File: config.mk
export PLATFORM = sky130hd
export DESIGN_NAME = fetch_pc_unit_flat
export DESIGN_NICKNAME = d
export VERILOG_FILES = /design/src/rtl/fetch_pc_unit_if.sv /design/src/rtl/fetch_pc_unit.sv /design/src/flat_wrapper.sv
export SDC_FILE = /design/constraint.sdc
export NUM_CORES = 1
export LEC_CHECK = 0
export CAP_MARGIN = 20
export CORE_ASPECT_RATIO = 0.6
export CORE_UTILIZATION = 49
export CTS_CLUSTER_SIZE = 8
export DETAILED_ROUTE_END_ITERATION = 10
export PLACE_DENSITY = 0.84
export SLEW_MARGIN = 20
export SYNTH_ARGS = -nofsm -noshare
export SYNTH_HDL_FRONTEND = slang
export SYNTH_SLANG_ARGS = --single-unit
File: constraint.sdc
create_clock -name clk -period 6.3 [get_ports clk]
set_input_delay 1.26 -clock clk [delete_from_list [all_inputs] [get_ports clk]]
set_output_delay 1.26 -clock clk [all_outputs]
set_load 0.01 [all_outputs]
File: src/rtl/fetch_pc_unit_if.sv
// Instruction-memory read channel between the fetch stage (master) and imem (slave).
// A request is held with a stable address until the memory returns ack with rdata.
interface fetch_pc_unit_if #(
    parameter int DATA_W = 32
) ();
    logic              req;
    logic [DATA_W-1:0] addr;
    logic              ack;
    logic [DATA_W-1:0] rdata;

    modport master (
        output req,
        output addr,
        input  ack,
        input  rdata
    );

    modport slave (
        input  req,
        input  addr,
        output ack,
        output rdata
    );
endinterface

File: src/rtl/fetch_pc_unit.sv
// Instruction-fetch stage: owns the PC, issues imem reads, fills the IF/ID register and
// absorbs ID stalls with a one-entry skid buffer; redirects flush and may drain one stray ack.
module fetch_pc_unit #(
    parameter int                 DATA_W   = 32,
    parameter logic [DATA_W-1:0]  RESET_PC = '0
) (
    input  logic              clk,
    input  logic              rst,
    input  logic              i_stall,
    input  logic              i_branch_taken,
    input  logic [DATA_W-1:0] i_branch_pc,
    input  logic              i_jump,
    input  logic [DATA_W-1:0] i_jump_pc,
    fetch_pc_unit_if.master   imem,
    output logic [DATA_W-1:0] o_instruction_IF_ID,
    output logic [DATA_W-1:0] o_updated_pc_IF_ID,
    output logic              o_valid_IF_ID
);

    typedef enum logic [1:0] {
        ST_BOOT  = 2'd0,
        ST_FETCH = 2'd1,
        ST_DRAIN = 2'd2
    } state_t;

    function automatic logic [DATA_W-1:0] f_align(input logic [DATA_W-1:0] a);
        return {a[DATA_W-1:2], 2'b00};
    endfunction

    state_t            r_state;
    logic [DATA_W-1:0] r_pc;
    logic              r_req;
    logic              r_ifid_vld;
    logic [DATA_W-1:0] r_ifid_instr;
    logic [DATA_W-1:0] r_ifid_pc;
    logic              r_skid_vld;
    logic [DATA_W-1:0] r_skid_instr;
    logic [DATA_W-1:0] r_skid_pc;

    logic              w_redirect;
    logic [DATA_W-1:0] w_target;
    logic [DATA_W-1:0] w_pc_inc;
    logic              w_accept;
    logic              w_ifid_free;

    // branch_taken belongs to the older instruction, so it wins over jump
    assign w_redirect  = i_branch_taken | i_jump;
    assign w_target    = f_align(i_branch_taken ? i_branch_pc : i_jump_pc);
    assign w_pc_inc    = r_pc + DATA_W'(4);
    assign w_accept    = (r_state == ST_FETCH) && r_req && imem.ack && !w_redirect;
    assign w_ifid_free = !r_ifid_vld || !i_stall;

    assign imem.req            = r_req;
    assign imem.addr           = r_pc;
    assign o_instruction_IF_ID = r_ifid_instr;
    assign o_updated_pc_IF_ID  = r_ifid_pc;
    assign o_valid_IF_ID       = r_ifid_vld;

    always_ff @(posedge clk) begin
        if (rst) begin
            r_state      <= ST_BOOT;
            r_pc         <= f_align(RESET_PC);
            r_req        <= 1'b0;
            r_ifid_vld   <= 1'b0;
            r_ifid_instr <= '0;
            r_ifid_pc    <= '0;
            r_skid_vld   <= 1'b0;
        end else begin
            case (r_state)
                ST_BOOT: begin
                    r_state <= ST_FETCH;
                    r_req   <= 1'b1;
                    if (w_redirect) begin
                        r_pc <= w_target;
                    end
                end

                ST_FETCH: begin
                    if (w_redirect) begin
                        r_pc       <= w_target;
                        r_ifid_vld <= 1'b0;
                        r_skid_vld <= 1'b0;
                        // An unanswered request must still be acked; swallow it in DRAIN
                        if (r_req && !imem.ack) begin
                            r_state <= ST_DRAIN;
                            r_req   <= 1'b0;
                        end else begin
                            r_req   <= 1'b1;
                        end
                    end else if (w_accept) begin
                        r_pc <= w_pc_inc;
                        if (w_ifid_free) begin
                            r_ifid_vld   <= 1'b1;
                            r_ifid_instr <= imem.rdata;
                            r_ifid_pc    <= w_pc_inc;
                        end else begin
                            r_skid_vld <= 1'b1;
                            r_req      <= 1'b0;
                        end
                    end else if (r_skid_vld && !i_stall) begin
                        r_ifid_vld   <= 1'b1;
                        r_ifid_instr <= r_skid_instr;
                        r_ifid_pc    <= r_skid_pc;
                        r_skid_vld   <= 1'b0;
                        r_req        <= 1'b1;
                    end else if (!i_stall) begin
                        r_ifid_vld <= 1'b0;
                    end
                end

                ST_DRAIN: begin
                    if (w_redirect) begin
                        r_pc <= w_target;
                    end
                    if (imem.ack) begin
                        r_state <= ST_FETCH;
                        r_req   <= 1'b1;
                    end
                end

                default: begin
                    r_state <= ST_BOOT;
                    r_req   <= 1'b0;
                end
            endcase
        end
    end

    // Skid payload is only meaningful while r_skid_vld is set, so it needs no reset
    always_ff @(posedge clk) begin
        if (w_accept && !w_ifid_free) begin
            r_skid_instr <= imem.rdata;
            r_skid_pc    <= w_pc_inc;
        end
    end

endmodule

File: src/flat_wrapper.sv
// flat-port wrapper written by rule: the top's interface ports become plain ports
module fetch_pc_unit_flat 
#(
    parameter int                 DATA_W   = 32,
    parameter logic [DATA_W-1:0]  RESET_PC = '0
)
  (clk, rst, i_stall, i_branch_taken, i_branch_pc, i_jump, i_jump_pc, o_instruction_IF_ID, o_updated_pc_IF_ID, o_valid_IF_ID, imem_req, imem_addr, imem_ack, imem_rdata);
  fetch_pc_unit_if #(.DATA_W(DATA_W)) imem_i ();
  input  logic clk;
  input  logic rst;
  input  logic i_stall;
  input  logic i_branch_taken;
  input  logic [DATA_W-1:0] i_branch_pc;
  input  logic i_jump;
  input  logic [DATA_W-1:0] i_jump_pc;
  output logic [DATA_W-1:0] o_instruction_IF_ID;
  output logic [DATA_W-1:0] o_updated_pc_IF_ID;
  output logic o_valid_IF_ID;
  output wire logic [$bits(imem_i.req)-1:0] imem_req;
  output wire logic [$bits(imem_i.addr)-1:0] imem_addr;
  input wire logic [$bits(imem_i.ack)-1:0] imem_ack;
  input wire logic [$bits(imem_i.rdata)-1:0] imem_rdata;
  assign imem_req = imem_i.req;
  assign imem_addr = imem_i.addr;
  assign imem_i.ack = imem_ack;
  assign imem_i.rdata = imem_rdata;
  fetch_pc_unit #(.DATA_W(DATA_W), .RESET_PC(RESET_PC)) u_core (.clk(clk), .rst(rst), .i_stall(i_stall), .i_branch_taken(i_branch_taken), .i_branch_pc(i_branch_pc), .i_jump(i_jump), .i_jump_pc(i_jump_pc), .imem(imem_i), .o_instruction_IF_ID(o_instruction_IF_ID), .o_updated_pc_IF_ID(o_updated_pc_IF_ID), .o_valid_IF_ID(o_valid_IF_ID));
endmodule
# Word-level counts from Yosys, hierarchy flattened
# Cells that the tools add are included.
# totals
regBits	165
in_bits	102
out_inout_bits	98
wordCells	79
# op_classes
addsub	1
n_eq_ne	13
mux	31
bitwise_logic	2
reduce_logical	23
# ops
op	n
$mux 32	10
$pmux 32 s2	1
$add 32x3->32 const B	1
$mux 1	15
$reduce_and 3->1	5
$logic_and 1x1->1	6
$mux 2	3
$ne 2x2->1 const B	3
$ne 3x2->1 const B	2
$pmux 2 s3	1
$logic_not 1->1	5
$ne 2x1->1 const B	2
$ne 4x1->1 const B	1
$ne 4x2->1 const B	1
$ne 4x3->1 const B	1
$reduce_and 4->1	1
$reduce_bool 2->1	2
$ne 3x1->1 const B	1
$pmux 1 s3	1
$reduce_bool 3->1	1
$eq 2x1->1 const B	1
$eq 2x2->1 const B	1
$logic_not 2->1	1
$reduce_or 2->1	1
other kinds (3)	3

# Depth between registers and ports, before layout
# Gate-level depths: netlist (run 1).
# depth
word_depth	7
ltp_mapped	8
mapped_depth_nobuf	6

# Least setup slack after synthesis (run 1)
# No wires, ideal clock.
# synth_path
kind	input to register
startpoint	input port i_branch_taken
endpoint	register u_core.r_skid_instr[0], enable pin
setup_time_ps	482
arrival_ps	4896
required_ps	5818
slack_ps	922
stages	6
path_buffers	3
path_cell_list	clkbuf_1 > nor2_1 > nand2_1 > clkbuf_1 > buf_1 > nor2_1
# synth_via
elab_chain_len	4
# synth_rtl
item	line	rtl
from (decl)	flat_wrapper.sv:12	input logic i_branch_taken;
$or 1x1->1	fetch_pc_unit.sv:47	assign w_redirect = i_branch_taken | i_jump;
$logic_not 1->1	fetch_pc_unit.sv:50	assign w_accept = (r_state == ST_FETCH) && r_req && imem.ack && !w_redirect;
$logic_and 1x1->1	fetch_pc_unit.sv:50	
$logic_and 1x1->1	fetch_pc_unit.sv:131	if (w_accept && !w_ifid_free) begin
to (signal assigned)	fetch_pc_unit.sv:132	r_skid_instr <= imem.rdata;
to (decl)	fetch_pc_unit.sv:37	logic [DATA_W-1:0] r_skid_instr;
# No other way between the ends.
# A chain may end at the register's enable or synchronous reset.

# Worst setup path in the final report (run 1)
# layout_path
startpoint	input port imem_ack
endpoint	register u_core.r_ifid_instr[18] (netlist: u_core.o_instruction_IF_ID[18])
# layout_via
elab_chain_len	4
word_cells_on_any_way	6
cone_classes	eq/ne (1); mux (1); reduce/logical (4)
# layout_rtl
item	line	rtl
from (decl)	flat_wrapper.sv:21	input wire logic [$bits(imem_i.ack)-1:0] imem_ack;
$logic_and 1x1->1 (*) (2 in series)	fetch_pc_unit.sv:50	
$ne 2x2->1 (no source line) or $reduce_bool 2->1 (tied branches)	--	
$reduce_and 4->1 (no source line)	--	
to (signal assigned)	fetch_pc_unit.sv:94	r_ifid_instr <= imem.rdata;
to (signal assigned)	fetch_pc_unit.sv:102	r_ifid_instr <= r_skid_instr;
to (decl)	fetch_pc_unit.sv:34	logic [DATA_W-1:0] r_ifid_instr;
# Every way passes the cells marked *; elsewhere a longest branch is shown, timed or not.

==> results.sh, run 1 <==
export IMPL_synth_cells=801
export IMPL_ios=200
export IMPL_crit_type="in -> reg"
export IMPL_drtIter0Drc=699
export IMPL_io_buffers=191
export IMPL_rsz0062_at_grt="no"
export IMPL_gp_congestion=0.924
export IMPL_drt_drc_violations_left=0
export IMPL_tightest_slew_ns=1.08
export IMPL_cts_sinks=159
export IMPL_chipWidth_um=162
export IMPL_place_hpwl_mm=14.5
export IMPL_die_y_um=98.1
export IMPL_wirelength_mm=21.8
export IMPL_post_synth_cell_area_avg_um2=9.41
export IMPL_nets=1058
export IMPL_yosys_most_used_dff="dfxtp_1"
export IMPL_synth_edf_count=62
export IMPL_grt_first_pass_wirelength_mm=34.6
export IMPL_dr_pass1_iters=5
export IMPL_worstSkewPairLatency_ns=0.42
export IMPL_grt_max_degree=78
export IMPL_yosysSeqAreaShare_pct=50.4
export IMPL_post_cts_resize_count=0
export IMPL_ant_nets=0
export IMPL_stdcell_count=1166
export IMPL_worstPathRequired_ns=6.61
export IMPL_arrival_ns=3.99
export IMPL_start_kind="input pin"
export IMPL_gr_usage_all_layers_pct=27.7
export IMPL_ys_top_cells_by_area="dfxtp_1, edfxtp_1, nand2_1"
export IMPL_synth_warnings=0
export IMPL_place_inst=1134
export IMPL_numCtsBuffers=17
export IMPL_crit_path_end_kind="flip-flop"
export IMPL_power_leakage_nw=3.56
export IMPL_synthTopCellsByCount="nand2_1, dfxtp_1, nor2_1"
export IMPL_hold_violations=0
export IMPL_die_area_mm2=0.0159
export IMPL_drive_gt1_share_pct=7.02
export IMPL_cap_violations=0
export IMPL_synth_top_area_cell="dfxtp_1"
export IMPL_syn2layout_area_growth_pct=33.8
export IMPL_post_drt_wl_per_cell_um=18.7
export IMPL_synth_area_mm2=0.00754
export IMPL_p_per_area_mw_per_mm2=245
export IMPL_num_antenna_cells=0
export IMPL_setup_violations=0
export IMPL_fp_coreArea_mm2=0.0148
export IMPL_viasPerCell=5.97
export IMPL_clock_skew_ns=0.0164
export IMPL_path_clk_slew_ns=0.06
export IMPL_hp_class="reg -> reg"
export IMPL_h_tree_depth=4
export IMPL_cts_tree="built"
export IMPL_synth_top_area_share_pct=25.8
export IMPL_async_reset_ff_share_pct=0
export IMPL_min_period_ns=3.68
export IMPL_final_max_slew_viol_count=0
export IMPL_slew_headroom_pct=27.6
export IMPL_max_freq_ghz=0.272
export IMPL_ys_seq_elements=159
export IMPL_yosysMostFrequentCell="nand2_1"
export IMPL_period_share_pct=58.4
export IMPL_path_max_fanout=59
export IMPL_status="complete, no violations"
export IMPL_ys_types=63
export IMPL_cts_setup_buffers=0
export IMPL_vdd_drop_max_v=0.000173
export IMPL_hold_buffers=0
export IMPL_vias=6965
export IMPL_grt_pass1_vias=6545
export IMPL_antenna_found_initial=0
export IMPL_setup_tns_ns=0
export IMPL_rows=34
export IMPL_cts_max_path_buffers=2
export IMPL_grt_overflow=0
export IMPL_start_util_pct=51.1
export IMPL_root_buffer="clkbuf_16"
state kept, by name, indices dropped and copies added (netlist names):
register,flops
u_core.o_updated_pc_IF_ID,30
u_core.r_state,2
u_core.r_skid_pc,30
u_core.r_skid_instr,32
u_core.r_skid_vld,1
u_core.imem.addr,30
u_core.o_instruction_IF_ID,32
u_core.imem.req,1
u_core.o_valid_IF_ID,1
critical path, cell delays in order:
cell and delay, ns:
clkdlybuf4s50_1 0.62, nand4b_2 0.26, a21o_1 0.29, a21oi_4 0.80, buf_12 0.34, nor2_1 0.09
a311oi_1 0.30
metal layers:
| metal | routed length [um] | GRT usage (%) | vias to the layer above |
|---|---|---|---|
| li1 | - | - | 3240 |
| met1 | 9780 | 39.5 | 3326 |
| met2 | 9650 | 42.5 | 377 |
| met3 | 2100 | 5.73 | 22 |
| met4 | 246 | 7.91 | 0 |
| met5 | 0 | 0 | - |
cell families after synthesis:
kind of cell | count (synthesis) | share of synthesized area, %
AOI/OAI and AO/OA | 190 | 17.0
xor gates and xnor gates | 24 | 2.89
adders and majority gates | 1 | 0.166
buffers and inverters | 80 | 4.91
DFF | 159 | 50.4
muxes | 32 | 4.30
other | 1 | 0.0497
and+or+nand+nor | 314 | 20.3
through the flow:
stage	hold slack, ns	setup WS [ns]	instance area (um2)	power, mW	utilization (%)
final	0.454	2.62	10100	2.47	68.4
after CTS	0.452	2.65	10100	2.47	68.4
after detailed placement	0.446	2.27	9490	1.42	64.3
after global placement	0.440	2.39	9490	1.41	64.3
after floorplan	0.459	0.922	7550	1.27	-
after global routing	0.482	2.40	10100	2.55	68.4
area by class of cell:
| cell class | count | area (um2) |
|---|---|---|
| Fill cell | 1145 | 4670 |
| Inverter | 11 | 41.3 |
| Clock buffer | 18 | 429 |
| Tap cell | 198 | 248 |
| Sequential cell | 159 | 3800 |
| Clock inverter | 14 | 179 |
| Multi-Input combinational cell | 565 | 3400 |
| Timing Repair Buffer | 201 | 1990 |
where the power goes:
| group | switching [mW] | total (mW) | leakage (nW) | internal [mW] |
|---|---|---|---|---|
| clock | 0.438 | 1.07 | 0.288 | 0.631 |
| combinational | 0.129 | 0.268 | 1.92 | 0.139 |
| sequential | 0.0406 | 1.13 | 1.35 | 1.09 |
worst paths after layout:
kind                                                    start                             end  slack, ns  cells after the start
worst min-delay path            u_core.o_updated_pc_IF_ID[15]   u_core.o_updated_pc_IF_ID[15]       0.45                      2
worst max register to register              u_core.r_state[0]  u_core.o_instruction_IF_ID[18]       3.57                      6
worst min register to register  u_core.o_updated_pc_IF_ID[15]   u_core.o_updated_pc_IF_ID[15]       0.45                      2
worst max-delay path                                 imem_ack  u_core.o_instruction_IF_ID[18]       2.62                      7
placed cells by master, fill, tap and decap left out, types with 7 or more instances in the layout:
cell,count
and4_1,8
buf_4,10
a311oi_1,34
o21ai_0,43
mux2i_1,29
nand3_1,16
nand2_1,117
xnor2_1,9
a21oi_1,44
and3_1,7
dfxtp_1,97
nor3_1,16
nand4_1,17
clkbuf_16,17
o31ai_1,9
xor2_1,14
clkdlybuf4s50_1,189
nand2b_1,14
nor2_1,77
inv_1,11
edfxtp_1,62
a31oi_1,11
o211ai_1,14
nor4_1,16
No activity file was read; power rests on OpenSTA's default activity.
==> run 2, diff against run 1 <==
Settings changed: CORE_UTILIZATION 49 to 44, PLACE_DENSITY 0.84 to 0.79.
Clock period 6.3 ns to 3.1 ns, I/O delays scaled along.
==> results.sh, run 2 (synthesis results as in run 1) <==
export IMPL_power_leakage_nw=3.64
export IMPL_start_util_pct=45.7
export IMPL_max_freq_ghz=0.406
export IMPL_start_kind="input pin"
export IMPL_cts_setup_buffers=0
export IMPL_cts_tree="built"
export IMPL_drive_gt1_share_pct=8.64
export IMPL_hold_buffers=0
export IMPL_drt_drc_violations_left=0
export IMPL_path_max_fanout=10
export IMPL_vias=6868
export IMPL_fillers=1380
export IMPL_grt_pass1_vias=6194
export IMPL_clock_skew_ns=0.0130
export IMPL_multiInputGateArea_mm2=0.00340
export IMPL_mostFrequentLayoutCell="clkdlybuf4s50_1"
export IMPL_status="complete, no violations"
export IMPL_grt_first_pass_wirelength_mm=33.0
export IMPL_fp_coreArea_mm2=0.0165
export IMPL_setup_tns_ns=0
export IMPL_chipWidth_um=171
export IMPL_gr_usage_all_layers_pct=24.4
export IMPL_ant_nets=0
export IMPL_grt_max_degree=56
export IMPL_hp_class="reg -> reg"
export IMPL_arrival_ns=2.81
export IMPL_post_cts_resize_count=0
export IMPL_period_share_pct=79.4
export IMPL_cp_startpoint="i_jump"
export IMPL_wirelength_mm=21.5
export IMPL_hold_violations=0
export IMPL_final_max_slew_viol_count=0
export IMPL_syn2layout_area_growth_pct=36.2
export IMPL_viasPerCell=5.67
export IMPL_die_y_um=103
export IMPL_rows=36
export IMPL_reg2reg_from="u_core.imem.addr[3]"
export IMPL_place_inst=1181
export IMPL_p_per_area_mw_per_mm2=481
export IMPL_min_from="u_core.o_updated_pc_IF_ID[8]"
export IMPL_gp_congestion=0.932
export IMPL_ios=200
export IMPL_io_buffers=191
export IMPL_die_area_mm2=0.0177
export IMPL_final_util_pct=62.3
export IMPL_register_area_mm2=0.00380
export IMPL_h_tree_depth=4
export IMPL_final_cell_mix="clkdlybuf4s50_1, nand2_1, dfxtp_1"
export IMPL_place_hpwl_mm=15.3
export IMPL_stdcell_count=1212
export IMPL_cts_sinks=159
export IMPL_nets=1075
export IMPL_numCtsBuffers=17
export IMPL_vdd_drop_max_v=0.000272
export IMPL_dr_pass1_iters=5
export IMPL_slew_headroom_pct=39.0
export IMPL_tightest_slew_ns=0.915
export IMPL_crit_type="in -> reg"
export IMPL_antenna_found_initial=0
export IMPL_rsz0062_at_grt="no"
export IMPL_path_clk_slew_ns=0.06
export IMPL_grt_overflow=0
export IMPL_post_drt_wl_per_cell_um=17.7
export IMPL_cap_violations=0
export IMPL_crit_path_end_kind="flip-flop"
export IMPL_root_buffer="clkbuf_16"
export IMPL_num_antenna_cells=0
export IMPL_totalPowerFinal_mw=4.94
export IMPL_min_period_ns=2.46
export IMPL_cts_max_path_buffers=2
export IMPL_worstPathRequired_ns=3.45
export IMPL_drtIter0Drc=590
export IMPL_worstSkewPairLatency_ns=0.42
export IMPL_setup_violations=0
[run 2: cell types whose count changed in the layout (fill, tap and decap cells not counted), sizes merged]
cell	previous run	this run
bufinv	3	2
clkinvlp	3	4
buf	12	29
clkbuf	18	17
[run 2: report_power, final]
part / switching [mW] / internal, mW
registers: 0.0821 / 2.22
clock network: 0.888 / 1.20
logic: 0.259 / 0.292
total: 1.23 / 3.71
[run 2: area by class of cell]
cell class / instances / share of cell area (%)
multi-input cells: 565 / 33.1
repair buffers: 218 / 21.0
well taps: 228 / 2.78
inverters: 11 / 0.402
clock inverters: 14 / 1.55
clock buffers: 17 / 4.14
flip-flops and latches: 159 / 37.0
[run 2: worst paths after layout]
check | endpoint | slack [ns] | depth (start not counted)
setup / recovery | u_core.o_updated_pc_IF_ID[4] | 0.64 | 7
hold / removal | u_core.o_updated_pc_IF_ID[8] | 0.45 | 2
setup reg to reg | u_core.r_skid_pc[26] | 0.78 | 5
hold reg to reg | u_core.o_updated_pc_IF_ID[8] | 0.45 | 2
[run 2: metal layers]
metal	vias to the layer above	GRT usage [%]	wire [um]
met2	323	35.3	8910
met3	27	6.54	2070
met5	-	0	0
li1	3273	-	-
met4	0	8.59	302
met1	3245	35.0	10200
[run 2: metrics by stage]
stage                     hold slack (ns)  setup WS (ns)  area, um2
after floorplan                     0.459         0.0737       7560
after global placement              0.442          0.278       9690
after detailed placement            0.444          0.215       9690
after CTS                           0.453          0.657      10300
after global routing                0.462          0.521      10300
final                               0.452          0.637      10300
[run 2: critical path, stage by stage]
cell and delay, ns:
clkdlybuf4s50_1 0.43, nor2_1 0.45, nand2_1 0.23, a21o_1 0.33
buf_4 0.22, or3_1 0.37, a21oi_1 0.16
==> run 3, diff against run 2 <==
Clock period 3.1 ns to 2.05 ns, I/O delays scaled along.
==> results.sh, run 3 (synthesis results as in run 1) <==
export IMPL_gr_usage_all_layers_pct=25.9
export IMPL_ant_nets=0
export IMPL_max_freq_ghz=0.499
export IMPL_place_inst=1258
export IMPL_worstSkewPairLatency_ns=0.42
export IMPL_grt_overflow=0
export IMPL_cts_max_path_buffers=2
export IMPL_final_util_pct=67.0
export IMPL_place_hpwl_mm=16.6
export IMPL_dr_pass1_iters=5
export IMPL_p_per_area_mw_per_mm2=688
export IMPL_stdcell_area_mm2=0.0110
export IMPL_mostFrequentLayoutCell="clkdlybuf4s50_1"
export IMPL_grt_max_degree=45
export IMPL_path_max_fanout=5
export IMPL_die_y_um=103
export IMPL_cts_sinks=159
export IMPL_wirelength_mm=22.8
export IMPL_io_buffers=191
export IMPL_fp_coreArea_mm2=0.0165
export IMPL_path_clk_slew_ns=0.06
export IMPL_clock_skew_ns=0.0151
export IMPL_rsz0062_at_grt="yes"
export IMPL_start_kind="flip-flop"
export IMPL_syn2layout_area_growth_pct=46.5
export IMPL_root_buffer="clkbuf_16"
export IMPL_setup_violations=0
export IMPL_rows=36
export IMPL_drive_gt1_share_pct=16.7
export IMPL_hold_violations=0
export IMPL_busiest_layer="met2"
export IMPL_period_share_pct=97.7
export IMPL_crit_path_end_kind="flip-flop"
export IMPL_status="complete, no violations"
export IMPL_cap_violations=0
export IMPL_vdd_drop_max_v=0.000556
export IMPL_fillers=1305
export IMPL_hold_buffers=0
export IMPL_final_max_slew_viol_count=0
export IMPL_arrival_ns=2.16
export IMPL_multiInputGateArea_mm2=0.00346
export IMPL_h_tree_depth=4
export IMPL_register_area_mm2=0.00381
export IMPL_vias=7184
export IMPL_min_period_ns=2.00
export IMPL_hp_class="in -> reg"
export IMPL_nets=1153
export IMPL_power_leakage_nw=4.08
export IMPL_totalPowerFinal_mw=7.60
export IMPL_drtIter0Drc=633
export IMPL_start_util_pct=45.7
export IMPL_grt_pass1_vias=6633
export IMPL_viasPerCell=5.56
export IMPL_gp_congestion=0.922
export IMPL_die_area_mm2=0.0177
export IMPL_met2_usage_pct=39.0
export IMPL_ios=200
export IMPL_grt_first_pass_wirelength_mm=35.2
export IMPL_post_drt_wl_per_cell_um=17.6
export IMPL_placed_area_mm2=0.0104
export IMPL_drt_drc_violations_left=0
export IMPL_crit_type="reg -> reg"
export IMPL_worstPathRequired_ns=2.21
export IMPL_use_met1_pct=37.3
export IMPL_cts_tree="built"
export IMPL_stdcell_count=1292
export IMPL_chipWidth_um=171
export IMPL_final_cell_mix="clkdlybuf4s50_1, nand2_1, dfxtp_1"
export IMPL_antenna_found_initial=0
export IMPL_use_met3_pct=6.81
export IMPL_numCtsBuffers=17
-- run 3: critical path, cell delays in order, from the launching register on --
cell and delay (ns):
dfxtp_1 0.38, ha_4 0.20, nand3_2 0.16, or4_4 0.52, o21a_1 0.21, or2_2 0.29
-- run 3: layer usage --
| metal | share of wire [%] | up-vias |
|---|---|---|
| met1 | 47 | 3380 |
| met2 | 42 | 344 |
| met5 | 0 | - |
| li1 | - | 3439 |
| met4 | 0.74 | 0 |
| met3 | 10 | 21 |
-- run 3: final cells by class --
class | count | area share, %
antenna | 1 | 0.0227
clock buffer | 20 | 4.24
clock inverter | 12 | 1.11
inverter | 11 | 0.374
multi-input combinational | 565 | 31.3
sequential | 159 | 34.5
tap | 228 | 2.58
timing repair buffer | 296 | 25.9
-- run 3: per-stage QoR --
step / setup slack (ns) / TNS (ns) / hold WS [ns]
2_1_floorplan: -0.371 / -23.01 / 0.459
5_1_grt: -0.0543 / -0.128 / 0.274
3_3_place_gp: -0.335 / -25.00 / 0.442
3_5_place_dp: -0.379 / -29.32 / 0.447
4_1_cts: 0.0186 / 0 / 0.262
6_report: 0.0479 / 0 / 0.277
-- run 3: final timing paths --
kind,from,end,slack (ns),depth (start not counted)
max,u_core.imem.addr[3],u_core.r_skid_pc[26],0.05,5
min,rst,u_core.imem.addr[31],0.28,2
max reg2reg,u_core.imem.addr[3],u_core.r_skid_pc[26],0.05,5
min reg2reg,u_core.o_updated_pc_IF_ID[8],u_core.o_updated_pc_IF_ID[8],0.45,2
-- run 3: what timing repair did --
action | CTS | global route
hold endpoints to repair | 0 | 0
setup buffers | 0 | 1
setup endpoints to repair | 4 | 48
gates resized for setup | 3 | 11
-- run 3: power breakdown --
group	total [mW]	switching [mW]	internal (mW)	leakage, nW
Clock	3.15	1.35	1.80	0.280
Combinational	1.01	0.469	0.540	2.45
Sequential	3.44	0.0777	3.36	1.35
Total	7.60	1.90	5.70	4.08
